**config.mk**
```make
export PLATFORM = sky130hd
export DESIGN_NAME = machine_watchdog
export DESIGN_NICKNAME = d
export VERILOG_FILES = /design/src/rtl/machine_watchdog.sv
export SDC_FILE = /design/constraint.sdc
export NUM_CORES = 1
export LEC_CHECK = 0
export CAP_MARGIN = 20
export CORE_AREA = 2 2 39 41
export CTS_CLUSTER_DIAMETER = 100
export CTS_CLUSTER_SIZE = 24
export DETAILED_ROUTE_END_ITERATION = 12
export DIE_AREA = 0 0 41 43
export PLACE_DENSITY = 0.43
export SETUP_SLACK_MARGIN = 0.4
export SLEW_MARGIN = 20
export SYNTH_ARGS = -nofsm -noshare
export SYNTH_HDL_FRONTEND = slang
export SYNTH_SLANG_ARGS = --single-unit
```
**constraint.sdc**
```tcl
create_clock -name clk_i -period 2.25 [get_ports clk_i]
set_input_delay 0.45 -clock clk_i [delete_from_list [all_inputs] [get_ports clk_i]]
set_output_delay 0.45 -clock clk_i [all_outputs]
set_load 0.01 [all_outputs]
```
**src/rtl/machine_watchdog.sv**
```systemverilog
// Purpose: idle-cycle watchdog; counts enabled cycles since the last clear.
// Ports:
//   clk_i       - system clock
//   rst_i       - synchronous active-high reset
//   clear_i     - returns the count to zero (has priority over en_i)
//   en_i        - advances the count by one per cycle
//   expired_c_o - combinational: count has reached TIMEOUT_CYCLES-1
module machine_watchdog #(
    parameter int unsigned TIMEOUT_CYCLES = 100
) (
    input  logic clk_i,
    input  logic rst_i,
    input  logic clear_i,
    input  logic en_i,
    output logic expired_c_o
);

    localparam int unsigned WD_W = $clog2(TIMEOUT_CYCLES + 1);

    logic [WD_W-1:0] count_q;

    assign expired_c_o = (count_q == WD_W'(TIMEOUT_CYCLES - 1));

    // Count stops at the expiry value so it can never wrap back to zero.
    always_ff @(posedge clk_i) begin
        if (rst_i || clear_i) begin
            count_q <= '0;
        end else if (en_i && !expired_c_o) begin
            count_q <= count_q + WD_W'(1);
        end
    end

endmodule

```
-- Word level (Yosys, flattened, before mapping)
Index checks and enable logic that the tools add are counted.
- bits in registers: 7
- latch bits: 0
- bits in writable memories: 0
- bits in read-only memories: 0
- input port bits: 4
- output and inout port bits: 1
- word-level logic and storage cells: 6
- memories: 0
- add/subtract/negate cells: 1
- $mul: 0
- div/mod/pow operators: 0
- order comparisons: 0
- equality and inequality tests: 1
- shift-type cells: 0
- mux-type cells: 0
- bitwise operators: 0
- reductions and logical operators: 3
- operators by type and width (operator ; number):
    $add 7x1->7 const B ; 1
    $eq 7x7->1 const B ; 1
    $logic_and 1x1->1 ; 1
    $logic_not 1->1 ; 1
    $logic_or 1x1->1 ; 1

-- Longest topological paths before layout
- depth after elaboration: 3
- gate-level depth with buffers: 4

-- Worst setup path after synthesis
No wires, ideal clock.
- kind: flip-flop to output port
- from: reg count_q[0]
- to: out expired_c_o
- data arrival time: 1.042 ns
- required time: 1.800 ns
- setup slack: 0.758 ns
- cell stages (with the launch flop): 4
- path buffers: 0
- path through: dfxtp_1 -> ha_1 -> nand2_1 -> nor4_1
- cells in the longest elaborated chain, start to end: 1
- ends and longest elaborated chain (element ; line ; source):
    start: declaration ; 20 ; logic [WD_W-1:0] count_q;
    start signal: assignment ; 29 ; count_q <= count_q + WD_W'(1);
    $eq 7x7->1 ; 22 ; assign expired_c_o = (count_q == WD_W'(TIMEOUT_CYCLES - 1));
    end: declaration ; 15 ; output logic expired_c_o
No other way between the ends.

-- Worst setup path in the final report
Same ends and word-level chain as after synthesis.

==> flow_summary_export.csv <==
group,metric,value,unit
route,avgViaCountPerCell,4.94,
cts,numClockSinks,7,
critical_path,reg2reg_to,"count_q[0]$_SDFFE_PP0P_",
route,drtIter0Drc,7,
sta,tightest_slew,0.284,ns
min_path,hp-start,"count_q[1]$_SDFFE_PP0P_",
critical_path,start_kind,"flop",
floorplan,die-area,1760,um2
logic_synthesis,syn_avg_cell_area,8.82,um2
sta,hold_viol,0,
power_and_ir_drop,worst_ir_drop_vdd,0.229,mV
critical_path,reg2reg_from,"count_q[0]$_SDFFE_PP0P_",
logic_synthesis,syn_inst,40,
place,place_ws,0.277,ns
grt,grt_max_degree,8,
route,ant_nets,0,
cts,path_clk_slew,0.05,ns
sta,max_freq,592,MHz
cts,cts.repair.resized,8,
logic_synthesis,syn_nets,45,
flow_run,cap_viol_max_count,0,
route,met2_length,306,um
power_and_ir_drop,finalPower,0.258,mW
cts,cts_tree,"done",
critical_path,regToRegSetupSlack,1.02,ns
floorplan,die_y,43,um
logic_synthesis,ys_ff_latch,7,
critical_path,cp_max_fo,5,
final_layout,antenna_cells,0,
sta,rsz0062_at_grt,"false",
critical_path,worst_r2r_path_depth,4,
floorplan,core_area,1380,um2
cts,cts_buffers,3,
final_layout,layout.nets,54,
logic_synthesis,ys_seq_area_share,39.7,%
floorplan,die_x,41,um
route,wl_met1,316,um
logic_synthesis,netlist_area,353,um2
critical_path,critPathRequiredTime,1.80,ns
critical_path,worst-endpoint-arrival,1.24,ns
cts,clk_path_buf_depth,2,
min_path,hold_path.class,"flop to flop",
sta,drv_slew,0,
logic_synthesis,synth_simple_gate_area_share,34.4,%
floorplan,num_rows,14,
power_and_ir_drop,p_leak,0.149,nW
place,gp_congestion,0.723,
final_layout,drive_gt1_share,22.9,%
route,post-route-drc-count,0,
sta,setup_viol,0,
floorplan,initial_core_util,25.5,%
logic_synthesis,synth_mux_area_share,5.67,%
route,vias,316,
critical_path,critical_path_class,"flop to primary output",
floorplan,ios,5,
route,wl,701,um
final_layout,area_growth,29.1,%
critical_path,end_kind,"primary output",
final_layout,fillerInstances,143,
sta,fin_ws,0.561,ns
route,wire_per_inst,11.0,um
route,drt_first_pass_iters,4,
route,dr_wl_met3,44,um
final_layout,top_register,"count_q",
cts,postCtsSetupBuffers,0,
grt,grt_overflow,0,
grt,grt_pass1_vias,282,
place,place_area,413,um2
place,port_buffers,4,
sta,period_share,75.1,%
sta,setup-tns-final,0,ns
final_layout,largest_reg_flops,7,
grt,grt_pass1_wl,1160,um
sta,whs,0.490,ns
logic_synthesis,synth_compound_area_share,11.7,%
power_and_ir_drop,powerDensity,566,nW/um2
logic_synthesis,yosysWarnings,0,
min_path,whs_path_depth,2,
sta,slew_headroom,81.0,%
cts,clk_latency,0.25,ns
logic_synthesis,synthDistinctLibCells,18,
run_status,outcome,"completed",
logic_synthesis,synth-adder-area-share,3.55,%
final_layout,top_regs,"count_q (7)",
logic_synthesis,synth_top_family_by_area,"simple AND/OR/NAND/NOR gates",
grt,track_usage,10.7,%
logic_synthesis,synth_xor_area_share,4.96,%
final_layout,postLayoutCellArea,455,um2
min_path,min_to,"count_q[1]$_SDFFE_PP0P_",
sta,period_needed,1.69,ns
sta,skew,0.00131,ns
grt,antenna_found_initial,0,
cts,htree_levels,1,
cts,cts_hold_buf,0,
cts,cts_root_buffer,"clkbuf_4",
route,routed.top_layer,"met4",
-- metrics by stage --
step | utilization, % | cells
after floorplan | - | 40
after global placement | 29.8 | 60
after detailed placement | 29.8 | 60
after CTS | 31.7 | 64
after global routing | 32.9 | 64
final | 32.9 | 64
-- cells in the final DEF, fill, tap and decap left out --
master / instances
or2_2: 1
nor4_2: 1
nor4b_2: 1
clkdlybuf4s50_1: 3
nor2_1: 3
buf_2: 1
and2_1: 1
nand4_2: 1
mux2i_1: 2
clkbuf_1: 1
nand2b_1: 1
or3_1: 3
clkbuf_4: 3
xor2_1: 2
a21boi_1: 1
nand2_1: 7
dfxtp_2: 2
a211o_1: 1
ha_4: 1
a21oi_1: 3
dfxtp_1: 5
nand4_1: 2
o21ai_0: 2
-- worst max path at each step --
| stage | startpoint | end | slack [ns] | cells past startpoint |
|---|---|---|---|---|
| detailed placement | count_q[0]$_SDFFE_PP0P_ | expired_c_o | 0.28 | 4 |
| finish | count_q[0]$_SDFFE_PP0P_ | expired_c_o | 0.56 | 4 |
| global route | count_q[0]$_SDFFE_PP0P_ | expired_c_o | 0.44 | 4 |
| global placement | count_q[0]$_SDFFE_PP0P_ | expired_c_o | 0.33 | 4 |
| CTS | count_q[0]$_SDFFE_PP0P_ | expired_c_o | 0.49 | 4 |
| floorplan | count_q[0]$_SDFFE_PP0P_ | expired_c_o | 0.76 | 3 |
-- metal layers --
layer,global-route usage (%),up-vias
li1,-,160
met1,12.9,144
met2,12.2,8
met3,4.71,4
met4,12.0,0
met5,0,-
-- cell type report --
type | count | area [um2] | share of cell area, %
Clock buffer | 4 | 26.3 | 5.77
Multi-Input combinational cell | 33 | 231 | 50.8
Tap cell | 16 | 20.0 | 4.40
Timing Repair Buffer | 4 | 35.0 | 7.69
Sequential cell | 7 | 143 | 31.3
-- cells in the mapped netlist --
| master | instances | area, um2 |
|---|---|---|
| nand4_1 | 2 | 12.5 |
| mux2i_1 | 2 | 20.0 |
| nor4_1 | 1 | 6.26 |
| dfxtp_1 | 7 | 140 |
| and2_1 | 1 | 6.26 |
| o21ai_0 | 2 | 10.0 |
| xor2_1 | 2 | 17.5 |
| or2_2 | 1 | 6.26 |
| a21boi_1 | 1 | 7.51 |
| ha_1 | 1 | 12.5 |
| nand2_1 | 7 | 26.3 |
| nor2_1 | 3 | 11.3 |
| nand2b_1 | 1 | 6.26 |
| a21oi_1 | 3 | 15.0 |
| or3_1 | 3 | 18.8 |
| nand4_2 | 1 | 12.5 |
| nor4b_2 | 1 | 15.0 |
| a211o_1 | 1 | 8.76 |
-- critical path, cell delays in order, from the launching register on --
cell     delay [ns]
dfxtp_2        0.38
ha_4           0.16
nand2_1        0.09
nor4_2         0.19
buf_2          0.16
-- power breakdown --
part           switching, mW  internal, mW
sequential           0.00204         0.126
combinational        0.00647       0.00863
clock                 0.0473        0.0677
-- cells by family after synthesis --
| logic type | count (synthesis) |
|---|---|
| AND/OR/NAND/NOR | 21 |
| AO/OA/AOI/OAI | 7 |
| flip-flops | 7 |
| XOR/XNOR | 2 |
| multiplexers | 2 |
| adder cells (fa/ha/maj) | 1 |
Power figures use the tool's default switching activity.
==> RTL change 1, RTL diff (same settings) <==
Register the output `expired_c_o`; this adds one clock of latency there. Comments in the files are not updated.
--- a/src/rtl/machine_watchdog.sv
+++ b/src/rtl/machine_watchdog.sv
@@ -17,18 +17,24 @@
 
     localparam int unsigned WD_W = $clog2(TIMEOUT_CYCLES + 1);
 
+    logic expired_c_d;
+
     logic [WD_W-1:0] count_q;
 
-    assign expired_c_o = (count_q == WD_W'(TIMEOUT_CYCLES - 1));
+    assign expired_c_d = (count_q == WD_W'(TIMEOUT_CYCLES - 1));
 
     // Count stops at the expiry value so it can never wrap back to zero.
     always_ff @(posedge clk_i) begin
         if (rst_i || clear_i) begin
             count_q <= '0;
-        end else if (en_i && !expired_c_o) begin
+        end else if (en_i && !expired_c_d) begin
             count_q <= count_q + WD_W'(1);
         end
     end
 
+    always_ff @(posedge clk_i) begin
+        expired_c_o <= expired_c_d;
+    end
+
 endmodule
 
Check against the original RTL: no difference found for any inputs over 10 cycles, from zero or initial values; that may be too few to reach the edited logic, so the function may still have changed.
==> RTL change 1 against the unedited design <==
Register-to-register slack got worse by 0.14 ns; design area unchanged; non-clock buffer count unchanged; setup slack improved by 0.17 ns; sequential share of layout area increased by 3.8 points; sequential cell count increased by 1; total power increased by 4.6%; sequential power increased by 13%; synthesized area increased by 5.7%; wire length increased by 3.0%; critical endpoint unchanged; highest routed layer unchanged.
==> RTL change 1: results (changes against the unedited design) <==
Hold path
  – Worst Hold End: expired_c_o (was count_q[1])
  – Number of instances on the worst hold path: 2 (unchanged)
  – Min-Delay Startpoint: count_q[6] (was count_q[1])

Finish
  – Layout cells sized above 1: 12.50% (was 22.92%)
  – Count of nets after finishing: 55 (was 54)
  – Largest registers in the final layout: count_q (7), expired_c_o (1) (was count_q (7))
  – Fill cell total of the finished layout: 150 (was 143)
  – Diode insertion count for antenna repair: 0 (unchanged)

Critical path
  – CP max stage cell: clkdlybuf4s50_1 (was dfxtp_2)
  – Largest stage delay, worst path: 0.52 ns (was 0.38 ns)
  – Crit end category: primary output (unchanged)
  – Maximum fanout count along the critical path: 1 (was 5)
  – R2R Path End: count_q[1] (was count_q[0])
  – Arrival time at the worst endpoint: 1.07 ns (was 1.24 ns)
  – Number of cells traversed by the worst register-to-register path: 4 (unchanged)
  – Internal reg-to-reg setup slack: 0.88 ns (was 1.02 ns)
  – Gate family responsible for the most delay along the worst path: buffers and inverters (was flip-flops)

Global routing
  – Wire length of the first global-routing pass: 1242 um (was 1159 um)
  – Via count of the first global-routing pass: 314 (was 282)
  – Total global-route track usage: 11.17% (was 10.66%)

Logic synthesis
  – Synthesis Warnings: 0 (unchanged)
  – Post-synthesis sequential area ratio: 42.95% (was 39.72%)
  – List of most frequent post-synthesis cells: 8 x dfxtp_1, 7 x nand2_1, 3 x a21oi_1, 3 x nor2_1, 3 x or3_1 (was 7 x dfxtp_1, 7 x nand2_1, 3 x a21oi_1, 3 x nor2_1, 3 x or3_1)
  – Synthesized net count: 46 (was 45)
  – Post-synthesis cell count: 41 (was 40)
  – Main area contributors after synthesis: dfxtp_1 43%, nand2_1 7.0%, mux2i_1 5.4% (was dfxtp_1 40%, nand2_1 7.4%, mux2i_1 5.7%)

Route
  – Number of vias per cell: 4.984 (was 4.938)
  – DRC marker count from the first detailed-route iteration: 1 (was 7)
  – Wire per inst: 11.28 um (was 10.95 um)
  – Wire length reported by the detailed router: 722 um (was 701 um)
  – Initial DRT Pass Iterations: 2 (was 4)

STA
  – Final setup skew: 0.0007687 ns (was 0.001306 ns)
  – Transition time at the pin with the least slew margin: 0.3203 ns (was 0.2840 ns)

Placement
  – Placed cells: 61 (was 60)
  – Placed standard-cell area: 432.9 um^2 (was 412.9 um^2)
  – Weighted congestion reported at the end of routability-driven placement: 0.8008 (was 0.7229)

Clock network
  – Gates resized, CTS repair: 0 (was 8)

Power
  – Total power per unit cell area: 592.1 nW/um^2 (was 566.1 nW/um^2)
  – VDD IR-drop max: 0.0002063 V (was 0.0002294 V)
  – Leakage Power: 0.1552 nW (was 0.1491 nW)
  – Net switching power figure: 0.05749 mW (was 0.05583 mW)

Run status
  – Outcome: complete, no violations (unchanged)
RTL change 1: metal layers:
metal / up-vias / global-route usage [%] / wire, um
li1: 163 / - / -
met1: 149 / 11.97 / 306
met2: 5 / 15.63 / 388
met3: 2 / 4.712 / 24
met4: 0 / 10.00 / 4
met5: - / 0 / 0
RTL change 1: cell families after synthesis:
group	Yosys count	synth area share (%)
adders and majority gates	1	3.355
muxes	2	5.369
AOI/OAI and AO/OA	7	11.07
DFF	8	42.95
xor gates and xnor gates	2	4.699
and+or+nand+nor	21	32.55
RTL change 1: layout make-up:
type	instances	area, um^2	share of cell area, %
multi-input combinational	33	212.7	46.70
timing repair buffer	4	40.04	8.791
sequential	8	160.2	35.16
tap	16	20.02	4.396
clock buffer	3	22.52	4.945
RTL change 1: worst max path at each step:
| stage | end | depth (start not counted) | startpoint |
|---|---|---|---|
| 2_1_floorplan | count_q[0] | 4 | count_q[0] |
| 3_3_place_gp | count_q[5] | 4 | en_i |
| 3_5_place_dp | count_q[5] | 4 | en_i |
| 4_1_cts | expired_c_o | 1 | expired_c_o |
| 5_1_grt | expired_c_o | 1 | expired_c_o |
| 6_report | expired_c_o | 1 | expired_c_o |
RTL change 1: power by group through the flow:
stage	clock network, mW	registers (mW)	logic [mW]
finish	0.110	0.144	0.0151
global route	0.125	0.145	0.0164
CTS	0.116	0.144	0.0154
detailed placement	0	0.147	0.0153
global placement	0	0.147	0.0137
floorplan	0	0.147	0.00638
RTL change 1: per-stage QoR:
stage,setup WS [ns],hold slack (ns)
floorplan,1.074,0.4433
global placement,0.5598,0.4741
detailed placement,0.5273,0.4699
CTS,0.7136,0.4781
global route,0.6872,0.4965
finish,0.7267,0.4691
==> RTL change 2, RTL diff (same settings) <==
Without the edit above. The parameter `TIMEOUT_CYCLES` goes from 100 to 200.
--- a/src/rtl/machine_watchdog.sv
+++ b/src/rtl/machine_watchdog.sv
@@ -6,7 +6,7 @@
 //   en_i        - advances the count by one per cycle
 //   expired_c_o - combinational: count has reached TIMEOUT_CYCLES-1
 module machine_watchdog #(
-    parameter int unsigned TIMEOUT_CYCLES = 100
+    parameter int unsigned TIMEOUT_CYCLES = 200
 ) (
     input  logic clk_i,
     input  logic rst_i,
Check against the original RTL: same outputs for any inputs over 10 cycles, from zero or initial values; that may be too few to reach the edited logic, so the function may still have changed.
==> RTL change 2 against the unedited design <==
Synthesized area is 16% higher; setup slack better by 0.019 ns; combinational power is 17% higher; fmax is 1.1% higher; clock skew is 0.0022 ns higher; sequential cell count is 1 higher; non-clock buffer count stayed put; wire length is 18% higher; sequential power is 13% higher; hold slack better by 0.023 ns; clock power is 7% lower; sequential share of layout area is 1.3 points higher; design area is 13% higher; total power is 4.3% higher; largest cell class unchanged; highest routed layer unchanged.
==> RTL change 2: results (changes against the unedited design) <==
Run status
  – Outcome: complete, no violations (unchanged)

Logic synthesis
  – Main area contributors after synthesis: dfxtp_1 39%, ha_1 6.1%, o41a_4 5.2% (was dfxtp_1 40%, nand2_1 7.4%, mux2i_1 5.7%)
  – Count of unique library cells instantiated by Yosys: 21 (was 18)
  – Commonest register cell after synthesis: dfxtp_1 (unchanged)
  – Synthesis Warnings: 0 (unchanged)
  – List of most frequent post-synthesis cells: 8 x dfxtp_1, 5 x nand2_1, 3 x a21oi_1, 3 x nand4_1, 3 x or3_1 (was 7 x dfxtp_1, 7 x nand2_1, 3 x a21oi_1, 3 x nor2_1, 3 x or3_1)
  – Synthesized net count: 50 (was 45)
  – Post-synthesis sequential area ratio: 39.02% (was 39.72%)

Hold path
  – Path class of the lowest-slack min-delay path: reg -> reg (unchanged)
  – Worst Hold End: count_q[1] (unchanged)
  – Number of instances on the worst hold path: 2 (unchanged)
  – Min-Delay Startpoint: count_q[1] (unchanged)

STA
  – Hold Slack: 0.5138 ns (was 0.4903 ns)
  – Final setup skew: 0.003473 ns (was 0.001306 ns)
  – Transition time at the pin with the least slew margin: 0.3643 ns (was 0.2840 ns)

Critical path
  – Arrival time at the worst endpoint: 1.22 ns (was 1.24 ns)
  – Internal reg-to-reg setup slack: 0.79 ns (was 1.02 ns)
  – Maximum fanout count along the critical path: 6 (was 5)
  – R2R Path End: count_q[2] (was count_q[0])
  – Number of cells traversed by the worst register-to-register path: 4 (unchanged)

Power
  – Leakage Power: 0.1818 nW (was 0.1491 nW)
  – VDD IR-drop max: 0.0001974 V (was 0.0002294 V)

Clock network
  – Clock buffer depth: 2 (unchanged)
  – Clock-pin slew of the registers on the worst-case setup and hold paths: 0.05 ns (about the same)
  – Postcts setup bufs: 0 (unchanged)
  – Clock latency on the worst-skew pair: 0.25 ns (about the same)

Finish
  – Count of nets after finishing: 59 (was 54)
  – Diode insertion count for antenna repair: 0 (unchanged)
  – Layout cells sized above 1: 21.57% (was 22.92%)
  – Largest registers in the final layout: count_q (8) (was count_q (7))

Placement
  – Weighted congestion reported at the end of routability-driven placement: 0.7176 (was 0.7229)
  – Placed wire-length estimate after detailed placement: 628.5 um

Route
  – Wire length reported by the detailed router: 828 um (was 701 um)
  – DRC marker count from the first detailed-route iteration: 8 (was 7)
  – Initial DRT Pass Iterations: 3 (was 4)
  – Vias post-DR: 365 (was 316)

Global routing
  – Total global-route track usage: 12.50% (was 10.66%)
  – Via count of the first global-routing pass: 380 (was 282)
  – Wire length of the first global-routing pass: 1497 um (was 1159 um)
  – Pin count of the biggest net entering global routing: 8 (unchanged)
-- RTL change 2: cell types whose count changed in the layout (fill, tap and decap cells not counted), moves of 2 or more --
cell,unedited run,this run
dfxtp_2,2,0
dfxtp_4,0,2
inv_1,0,2
nand3_1,0,2
nand2_1,7,5
-- RTL change 2: worst max path at each step --
stage	startpoint	to	slack, ns	depth (start not counted)
floorplan	count_q[0]	expired_c_o	0.72	3
global placement	count_q[0]	expired_c_o	0.30	4
detailed placement	count_q[0]	expired_c_o	0.28	4
CTS	count_q[0]	expired_c_o	0.41	4
global route	count_q[0]	expired_c_o	0.49	4
finish	count_q[0]	expired_c_o	0.58	4
-- RTL change 2: cell families (layout without fill, tap and decap cells) --
family,count (synthesis),count (layout),share of synthesized area (%)
xor+xnor,1,1,2.135
fa+ha+maj,2,2,6.097
compound gates,10,10,20.12
flops,8,8,39.02
buf+inv,2,9,1.830
simple gates,19,19,25.92
mux,2,2,4.878
-- RTL change 2: per-layer routing --
metal | routed length [um] | global-route usage (%)
met4 | 23 | 8.000
met2 | 439 | 19.69
met3 | 29 | 3.141
met5 | 0 | 0
met1 | 336 | 14.01
-- RTL change 2: area by class of cell --
| type | count | area [um^2] |
|---|---|---|
| Tap cell | 16 | 20.02 |
| Sequential cell | 8 | 167.7 |
| Inverter | 2 | 7.507 |
| Fill cell | 141 | 869.6 |
| Timing Repair Buffer | 4 | 35.03 |
| Clock buffer | 3 | 22.52 |
| Multi-Input combinational cell | 34 | 261.5 |
-- RTL change 2: power by group --
| group | internal (mW) | leakage (nW) | switching (mW) |
|---|---|---|---|
| logic | 0.00948 | 0.102 | 0.00820 |
| clock network | 0.0609 | 0.0138 | 0.0463 |
| registers | 0.142 | 0.0661 | 0.00248 |
| total | 0.212 | 0.182 | 0.0570 |
-- RTL change 2: worst max-delay path: stages (launching register included) --
cell and delay (ns):
dfxtp_4 0.38, ha_4 0.16, nand4b_2 0.13, nor4_2 0.14, buf_2 0.16
-- RTL change 2: per-stage QoR --
step	instances	instance area, um^2	setup slack (ns)	util, %
finish	67	514.2	0.5799	37.16
global route	67	514.2	0.4948	37.16
CTS	67	505.5	0.4140	36.53
detailed placement	64	470.5	0.2775	34.00
global placement	64	470.5	0.2983	34.00
floorplan	44	410.4	0.7218	-
-- RTL change 2: timing repair --
item / 4_1_cts / 5_1_grt
resized for setup: 8 / 4
setup endpoints to repair: 1 / 1
cloned: 0 / 0
